--- config.mk ---
export PLATFORM = sky130hd
export DESIGN_NAME = therm_decode
export DESIGN_NICKNAME = d
export VERILOG_FILES = /design/src/rtl/therm_decode.sv
export SDC_FILE = /design/constraint.sdc
export NUM_CORES = 1
export LEC_CHECK = 0
export CAP_MARGIN = 20
export CORE_MARGIN = 2
export CORE_UTILIZATION = 49
export DETAILED_ROUTE_END_ITERATION = 10
export GPL_TIMING_DRIVEN = 1
export PLACE_DENSITY = 0.8
export SLEW_MARGIN = 0
export SYNTH_ARGS = -nofsm -noshare
export SYNTH_HDL_FRONTEND = slang
export SYNTH_SLANG_ARGS = --single-unit
--- constraint.sdc ---
create_clock -name clk -period 1.7 [get_ports clk]
set_clock_uncertainty 0.05 [all_clocks]
set_input_delay 0.34 -clock clk [delete_from_list [all_inputs] [get_ports clk]]
set_output_delay 0.34 -clock clk [all_outputs]
set_load 0.05 [all_outputs]
--- src/rtl/therm_decode.sv ---
// Thermometer-code LED bus tracker: decodes fill level, counts samples, flags illegal codes.
// Optional THERM_DECODE_MONO_CHECK_EN: reject legal codes that jump away from previous level.
module therm_decode (
  input  logic        clk,
  input  logic        rst_n,
  input  logic        start,
  input  logic [15:0] led_in,
  output logic [4:0]  level,
  output logic [7:0]  cycles,
  output logic        valid,
  output logic        full,
  output logic        err,
  output logic        busy
);

  typedef enum logic [1:0] {
    IDLE  = 2'd0,
    TRACK = 2'd1,
    DONE  = 2'd2,
    ERR   = 2'd3
  } state_e;

  state_e      state_q;
  logic [4:0]  level_q;
  logic [7:0]  cycles_q;
  logic [7:0]  cycles_d;
  logic        valid_q;
  logic        full_q;
  logic        err_q;
  logic        code_legal;
  logic [4:0]  code_k;
  logic        accept;

  // A thermometer code has no set bit above a clear bit, so x & (x+1) is zero.
  always_comb begin
    code_legal = ((led_in & (led_in + 16'd1)) == '0);
    code_k     = '0;
    for (int unsigned i = 0; i < 16; i++) begin
      code_k = code_k + {4'd0, led_in[i]};
    end
  end

  assign cycles_d = (cycles_q == '1) ? cycles_q : cycles_q + 8'd1;

`ifdef THERM_DECODE_MONO_CHECK_EN
  logic [4:0] prev_q;
  assign accept = code_legal && ((code_k == prev_q) || (code_k == prev_q + 5'd1));
`else
  assign accept = code_legal;
`endif

  always_ff @(posedge clk or negedge rst_n) begin
    if (!rst_n) begin
      state_q  <= IDLE;
      level_q  <= '0;
      cycles_q <= '0;
      valid_q  <= 1'b0;
      full_q   <= 1'b0;
      err_q    <= 1'b0;
`ifdef THERM_DECODE_MONO_CHECK_EN
      prev_q   <= '0;
`endif
    end else begin
      case (state_q)
        TRACK: begin
          cycles_q <= cycles_d;
          if (accept) begin
            level_q <= code_k;
            valid_q <= 1'b1;
`ifdef THERM_DECODE_MONO_CHECK_EN
            prev_q  <= code_k;
`endif
            if (code_k == 5'd16) begin
              full_q  <= 1'b1;
              state_q <= DONE;
            end
          end else begin
            err_q   <= 1'b1;
            state_q <= ERR;
          end
        end
        default: begin
          if (start) begin
            state_q  <= TRACK;
            level_q  <= '0;
            cycles_q <= '0;
            valid_q  <= 1'b0;
            full_q   <= 1'b0;
            err_q    <= 1'b0;
`ifdef THERM_DECODE_MONO_CHECK_EN
            prev_q   <= '0;
`endif
          end
        end
      endcase
    end
  end

  assign level  = level_q;
  assign cycles = cycles_q;
  assign valid  = valid_q;
  assign full   = full_q;
  assign err    = err_q;
  assign busy   = (state_q == TRACK);

endmodule
Word level (Yosys, flattened, before mapping)
Index checks and enable logic that the tools add are counted.
- bits in registers: 18
- bits of input ports: 19
- output and inout port bits: 17
- logic and storage cells: 57
- add/subtract/negate cells: 17
- eq/ne operators: 8
- muxes and demuxes: 18
- bitwise gates (word level): 1
- reductions and logical operators: 7
- operators by type and width (cell ; number):
    $add 5x1->5 ; 11
    $mux 8 ; 3
    $add 16x1->16 const B ; 1
    $and 16x16->16 ; 1
    $logic_not 16->1 ; 1
    $mux 5 ; 3
    $add 8x1->8 const B ; 1
    $eq 8x8->1 const B ; 1
    $mux 1 ; 8
    $mux 2 ; 4
    $reduce_and 2->1 ; 4
    $add 4x1->5 ; 1
    $eq 5x5->1 const B ; 1
    $add 3x1->4 ; 1
    $ne 2x1->1 const B ; 2
    $ne 2x2->1 const B ; 2
    $add 2x1->3 ; 1
    $ne 3x2->1 const B ; 1
    $reduce_and 3->1 ; 1
    $add 1x1->2 ; 1
    $eq 2x1->1 const B ; 1
    $reduce_bool 2->1 ; 1

Longest topological paths before layout
Gate-level depths: netlist (run 1).
- word-level depth: 19
- depth in mapped cells: 14
- mapped depth without buffers: 14

Worst setup path before layout (run 1)
OpenSTA, ideal clock, no wires.
- path kind: input to register
- start: in led_in[0]
- end: reg state_q[0]
- setup time: 137 ps
- arrival time: 3630 ps
- required time: 1513 ps
- path slack: -2117 ps
- stages on the path: 13
- buffers on the path: 0
- path through: inv_1 fa_1 fa_1 fa_1 fa_1 inv_1 ha_1 inv_1 fa_1 nor2b_1 o211ai_1 nor4_1 a21oi_1
- longest elaborated chain between the ends: 18
- elaborated cells between the ends (all ways): 23
- classes of those cells: add/sub: 16; eq/ne: 2; mux: 2; bitwise: 1; reduce/logical: 2
- ends and longest elaborated chain (what ; line ; RTL):
    start: declaration ; 7 ; input logic [15:0] led_in,
    $add 1x1->2 ; 39 ; code_k = code_k + {4'd0, led_in[i]};
    $add 2x1->3 ; 39 ;
    $add 3x1->4 ; 39 ;
    $add 4x1->5 ; 39 ;
    $add 5x1->5 (11 in a row) ; 39 ;
    $eq 5x5->1 ; 73 ; if (code_k == 5'd16) begin
    $ne 3x2->1 (no line) ; - ;
    $reduce_and 2->1 (no line) ; - ;
    end signal: assignment ; 75 ; state_q <= DONE;
    end signal: assignment ; 79 ; state_q <= ERR;
    end signal: assignment ; 84 ; state_q <= TRACK;
    end: declaration ; 23 ; state_e state_q;
Several ways; a longest one is shown, not always the timed one.
A chain may end at the register's enable or synchronous reset.

Final worst setup path (run 1)
- start: in led_in[13]
- end: reg state_q[1]
- longest elaborated chain between the ends: 6
- elaborated cells between the ends (all ways): 11
- classes of those cells: add/sub: 4; eq/ne: 2; mux: 2; bitwise: 1; reduce/logical: 2
- ends and longest elaborated chain (what ; line):
    $add 5x1->5 (3 in a row) ; 39
    $eq 5x5->1 ; 73
    $ne 3x2->1 (no line) ; -
    $reduce_and 2->1 (no line) ; -
Several ways; a longest one is shown, not always the timed one.

==> impl_metrics.toml, run 1 <==
[run_status]
status = "finished with violations"
violations = "setup timing"

[routing]
via_per_inst = 5.500
ant_nets = 0
drtPass1Iterations = 4
routedWlPerCell_um = 16.40
totalWireLength_mm = 4.230
vias = 1419
drc = 0
drt_iter0_drc = 97

[layout]
nets = 265
most-common-layout-cells = "buf_4 (38), inv_1 (18), nand2_1 (16), dfrtp_1 (16), buf_6 (11)"
final_cell_count_no_fill = 258
diodes = 0
multi_input_area_sq_um = 944.7
regArea_sq_um = 452.9
mostFrequentLayoutCell = "buf_4"
synthToLayoutAreaGrowth_pct = 62.18
nFillCells = 149
drive_gt1_frac = 0.4626

[global_routing]
gr-usage-all-layers = 0.2723
antenna_found_initial = 0
overflow = 0
grt_start_max_net_pins = 19
grt_pass1_vias = 1507
grt_pass1_wl_mm = 6.982

[pwr]
finalPower_w = 0.002694
power_per_cell_area_nw_per_um2 = 1176
pwr-share-clk = 0.097
netSwitchingPower_w = 0.001219
ir_drop_mv = 1.210
power_switching_share = 0.4525
p_int_w = 0.001475
p_comb_frac = 0.688
p_leak_nw = 1.162
seqPwrFrac = 0.215

[floorplan]
rows = 19
die_area_sq_um = 3328
start_util = 0.5123
die_x_um = 57.69
core_area_sq_um = 2758
ioPinCount = 36
dieHeight_um = 57.69

[yosys]
syn_avg_cell_area_sq_um = 9.114
syn_inst = 155
yosys_warnings = 0
synth.ff_latch_count = 18
syn_area_sq_um = 1413
seq_area_frac_synth = 0.3189
synth_ff_type = "dfrtp_1"
synth_cell_types = 40
async_flop_share = 1.000
synth_nets = 192
synth_edf_count = 0

[critical_path]
cp.required_ps = 1870
cp-start-kind = "input port"
worst-r2r-setup-slack_ps = 40
reg2reg_from = "cycles[0]"
worstPathArrival_ps = 3770
rr_endpoint = "cycles[7]"
r2r_cells = 7
endpoint_kind = "flip-flop"
path_max_fanout = 3
criticalPathCategory = "input port to flip-flop"

[hold_path]
hold_class = "input port to asynchronous set/reset pin"

[clock_tree]
cts_made_buffers = 3
cts_tree = "done"
clk_pin_slew_ps = 100
clk_latency_ps = 290
htree_levels = 1
cts_root_buf = "clkbuf_4"
clk_path_buf_depth = 2
cts.sinks = 18

[sta]
setup_viol = 10
min_period_ps = 3603
tightest_slew_ps = 336.7
max_freq_mhz = 277.6
slew_viol_final = 0
rsz0062_at_grt = "yes"
worst_slack_ps = -1903
min_period_over_period = 2.119
slew_headroom = 0.7746
hold_viol = 0

[place]
dpl.cell_count = 248
gp_congestion = 0.9394
io_buffers = 35
dp_hpwl_mm = 3.259

[job]
maxCapViolations = 0
==> synthesized netlist by cell type (2+ instances only) <==
cell | number | share of area
clkinv_1 | 3 | 0.0080
nand3b_1 | 2 | 0.011
a31oi_1 | 2 | 0.0089
mux2i_1 | 4 | 0.028
o21ai_0 | 7 | 0.025
a21oi_1 | 10 | 0.035
nand2_1 | 18 | 0.048
inv_1 | 28 | 0.074
nor4_1 | 2 | 0.0089
fa_1 | 10 | 0.14
dfrtp_1 | 18 | 0.32
and2_1 | 3 | 0.013
nand3_1 | 6 | 0.021
o21ai_1 | 2 | 0.0071
ha_1 | 8 | 0.071
nand4_1 | 4 | 0.018
xor2_1 | 2 | 0.012
nor2_1 | 3 | 0.0080
and3_1 | 2 | 0.0089
==> area by class of cell <==
cell class	count	share of cell area
inverters	32	0.06335
flip-flops and latches	18	0.1977
multi-input cells	104	0.4123
well taps	31	0.01693
clock buffers	4	0.01584
repair buffers	69	0.2938
==> registers in the layout, summed over array words and instances (netlist names) <==
| signal | flops |
|---|---|
| state_q | 2 |
| cycles | 8 |
| level | 5 |
| err | 1 |
| valid | 1 |
| full | 1 |
==> per-stage QoR <==
step / util / area [sq um] / hold WS [ps] / TNS [ps] / setup slack, ps
6_report: 0.8308 / 2291 / 314.0 / -13970 / -1903
5_1_grt: 0.8308 / 2291 / 338.1 / -14900 / -2010
4_1_cts: 0.8058 / 2222 / 309.2 / -14820 / -2031
3_5_place_dp: 0.7604 / 2097 / 421.6 / -21720 / -2712
3_3_place_gp: 0.7604 / 2097 / 410.2 / -20930 / -2628
2_1_floorplan: - / 1469 / -5.591 / -13550 / -1927
==> worst max-delay path by stage <==
stage / slack [ps] / to / start / cells after the start
floorplan: -1930 / state_q[0] / led_in[9] / 12
detailed placement: -2710 / full / led_in[9] / 13
global route: -2010 / state_q[1] / led_in[13] / 15
finish: -1900 / state_q[1] / led_in[13] / 14
CTS: -2030 / state_q[1] / led_in[13] / 15
global placement: -2630 / state_q[0] / led_in[9] / 13
==> layer usage <==
layer  up-vias  track usage  part of all wire
met5         -            0                 0
met4         0      0.08638             0.025
met3        14      0.01339             0.045
met2        57       0.5016              0.54
met1       684       0.3421              0.39
li1        664            -                 -
==> cell families after synthesis <==
| family | after synthesis | synth area share |
|---|---|---|
| muxes | 6 | 0.04694 |
| and+or+nand+nor | 48 | 0.1878 |
| DFF | 18 | 0.3189 |
| adders and majority gates | 18 | 0.2126 |
| buffers and inverters | 33 | 0.08768 |
| AOI/OAI and AO/OA | 29 | 0.1276 |
| xor gates and xnor gates | 3 | 0.01860 |
==> power groups by stage <==
stage	logic (W)	clock network [W]	registers, W
6_report	0.00185	0.000262	0.000578
5_1_grt	0.00200	0.000288	0.000589
4_1_cts	0.00173	0.000269	0.000570
3_5_place_dp	0.00159	0	0.000576
3_3_place_gp	0.00151	0	0.000568
2_1_floorplan	0.000799	0	0.000761
==> worst max-delay path: stages <==
cell     delay (ps)
buf_8            80
inv_4            30
fa_1            540
fa_1            460
fa_1            540
fa_1            430
inv_2            90
ha_4            130
inv_2            40
fa_2            550
nand2_2          70
nor4_4          290
a21oi_1          80
o21ai_1         100
==> repair_timing <==
action / in CTS / in global routing
cloned: 0 / 0
setup buffers: 5 / 2
setup endpoints to repair: 12 / 13
gates resized for setup: 65 / 19
pin swaps: 18 / 11
hold buffers: 0 / 0
(Power assumes the default switching activity.)
==> inputs of run 2 (changes only) <==
Settings changed: CTS_CLUSTER_DIAMETER from default to 100, HOLD_SLACK_MARGIN from default to 0.12.
Clock period 1.7 ns to 3.4 ns, I/O delays scaled along.
==> run 2 against run 1 <==
Net effect:
- the run still ends with setup timing left
- die area unchanged
- critical endpoint is now full
- sequential power down 51%
- global-route usage down 2.3 points
==> impl_metrics.toml, run 2 (synthesis gave the netlist of run 1 again) <==
[critical_path]
path_max_fanout = 3
reg2reg_from = "state_q[1]"
cp-start-kind = "input port"
endpoint_kind = "flip-flop"
cpMostUsedCell = "fa_1"
criticalPathCategory = "input port to flip-flop"
max_stage_delay_ps = 590
rr_endpoint = "cycles[7]"
r2r_cells = 7
worstPathArrival_ps = 4140
worstPathCellList = "buf_8 -> inv_8 -> fa_1 -> fa_1 -> fa_1 -> fa_1 -> inv_2 -> ha_4 -> inv_2 -> fa_2 -> buf_6 -> xnor2_4 -> nor4_4 -> a22o_1"
cp.required_ps = 3610
worst-r2r-setup-slack_ps = 1390
crit_slowest_cell = "fa_1"

[place]
postPlaceCellArea_sq_um = 1964
io_buffers = 35
pre_cts_ws_ps = -1334
dp_hpwl_mm = 2.807
gp_congestion = 0.9734

[sta]
min_period_over_period = 1.157
finalHoldWorstSlack_ps = 434.3
slew_viol_final = 0
tightest_slew_ps = 813.9
rsz0062_at_grt = "yes"
setup_viol = 7
hold_viol = 0
worst_slack_ps = -534.4
max_freq_mhz = 254.2
min_period_ps = 3934
slew_headroom = 0.4557
finalSetupTns_ps = -3150

[clock_tree]
clk_path_buf_depth = 2
cts_tree = "done"
cts_root_buf = "clkbuf_4"
ctsHoldBuffers = 0
clk_pin_slew_ps = 100
cts.sinks = 18
cts_made_buffers = 3
clk_latency_ps = 310
htree_levels = 1

[floorplan]
start_util = 0.5123
die_area_sq_um = 3328
die_x_um = 57.69
rows = 19
core_area_sq_um = 2758
dieHeight_um = 57.69
ioPinCount = 36

[routing]
ant_nets = 0
routedWlPerCell_um = 15.41
drt_iter0_drc = 40
totalWireLength_mm = 3.992
drc = 0
drtPass1Iterations = 5
vias = 1386
via_per_inst = 5.351

[run_status]
status = "finished with violations"
violations = "setup timing"

[layout]
mostFrequentLayoutCell = "clkdlybuf4s50_1"
largest_reg_flops = 8
most-common-layout-cells = "clkdlybuf4s50_1 (26), buf_4 (24), inv_1 (19)"
drive_gt1_frac = 0.3202
nFillCells = 175
fin_area_sq_um = 2216
nets = 266
diodes = 0
synthToLayoutAreaGrowth_pct = 56.86

[global_routing]
gr-usage-all-layers = 0.2491
grt_pass1_vias = 1345
overflow = 0
grt_start_max_net_pins = 19
grt_pass1_wl_mm = 6.230
antenna_found_initial = 0

[pwr]
ir_drop_mv = 0.7005
p_leak_nw = 1.091
power_per_cell_area_nw_per_um2 = 587.3

[hold_path]
whs_endpoint = "valid"
hold_class = "flip-flop to flip-flop"
min_from = "valid"
hold_depth = 2

[job]
maxCapViolations = 0
[run 2: changes by cell type in the layout (fill, tap and decap cells not counted), sizes merged]
cell,previous run,this run
dlygate4sd2,3,0
buf,60,44
clkdlybuf4s50,4,26
dlymetal6s2s,1,0
clkbuf,5,4
[run 2: routing by layer]
metal | wire (um) | share of wire | vias up | global-route usage
met5 | 0 | 0 | - | 0
met4 | 72 | 0.018 | 0 | 0.05980
met3 | 182 | 0.046 | 6 | 0.04018
met2 | 1932 | 0.48 | 41 | 0.4058
met1 | 1804 | 0.45 | 667 | 0.3515
li1 | - | - | 672 | -
[run 2: what timing repair did]
item,4_1_cts,5_1_grt
setup endpoints to repair,8,9
pin swaps,18,15
gates cloned,0,0
setup buffers,21,1
resized for setup,50,19
[run 2: worst max-delay path by stage]
stage	from	to	slack, ps
after floorplan	led_in[9]	state_q[0]	-590
after global placement	led_in[9]	state_q[0]	-1300
after detailed placement	led_in[9]	state_q[0]	-1330
after CTS	led_in[11]	full	-580
after global routing	led_in[11]	state_q[0]	-650
final	led_in[11]	full	-530
[run 2: through the flow]
step,instances,total power [W],utilization
floorplan,155,0.0007575,-
global placement,238,0.0009707,0.7123
detailed placement,238,0.0009923,0.7123
CTS,258,0.001243,0.7804
global route,259,0.001399,0.8035
finish,259,0.001301,0.8035
[run 2: layout make-up]
cell class,instances,area (sq um),share of cell area
Multi-Input combinational cell,104,907.1,0.4094
Timing Repair Buffer,70,648.1,0.2925
Sequential cell,18,450.4,0.2033
Inverter,32,135.1,0.06098
Tap cell,31,38.79,0.01750
Clock buffer,4,36.28,0.01637
[run 2: report_power, final]
group / switching (W) / leakage (nW) / internal [W]
Clock: 0.0000704 / 0.0210 / 0.0000655
Combinational: 0.000494 / 0.833 / 0.000390
Sequential: 0.0000335 / 0.236 / 0.000248
Total: 0.000597 / 1.09 / 0.000704
[run 2: critical path: cells and delay by family]
family                     cells  cell delay (ps)
and+or+nand+nor                1              290
AOI/OAI and AO/OA              1              160
adders and majority gates      6             2480
xor gates and xnor gates       1              150
buffers and inverters          5              380
==> inputs of run 3 (changes only) <==
Settings changed: CTS_CLUSTER_SIZE from default to 14.
==> results of run 3 <==
Same layout as run 2: the final DEF is identical, and so are final timing and power.
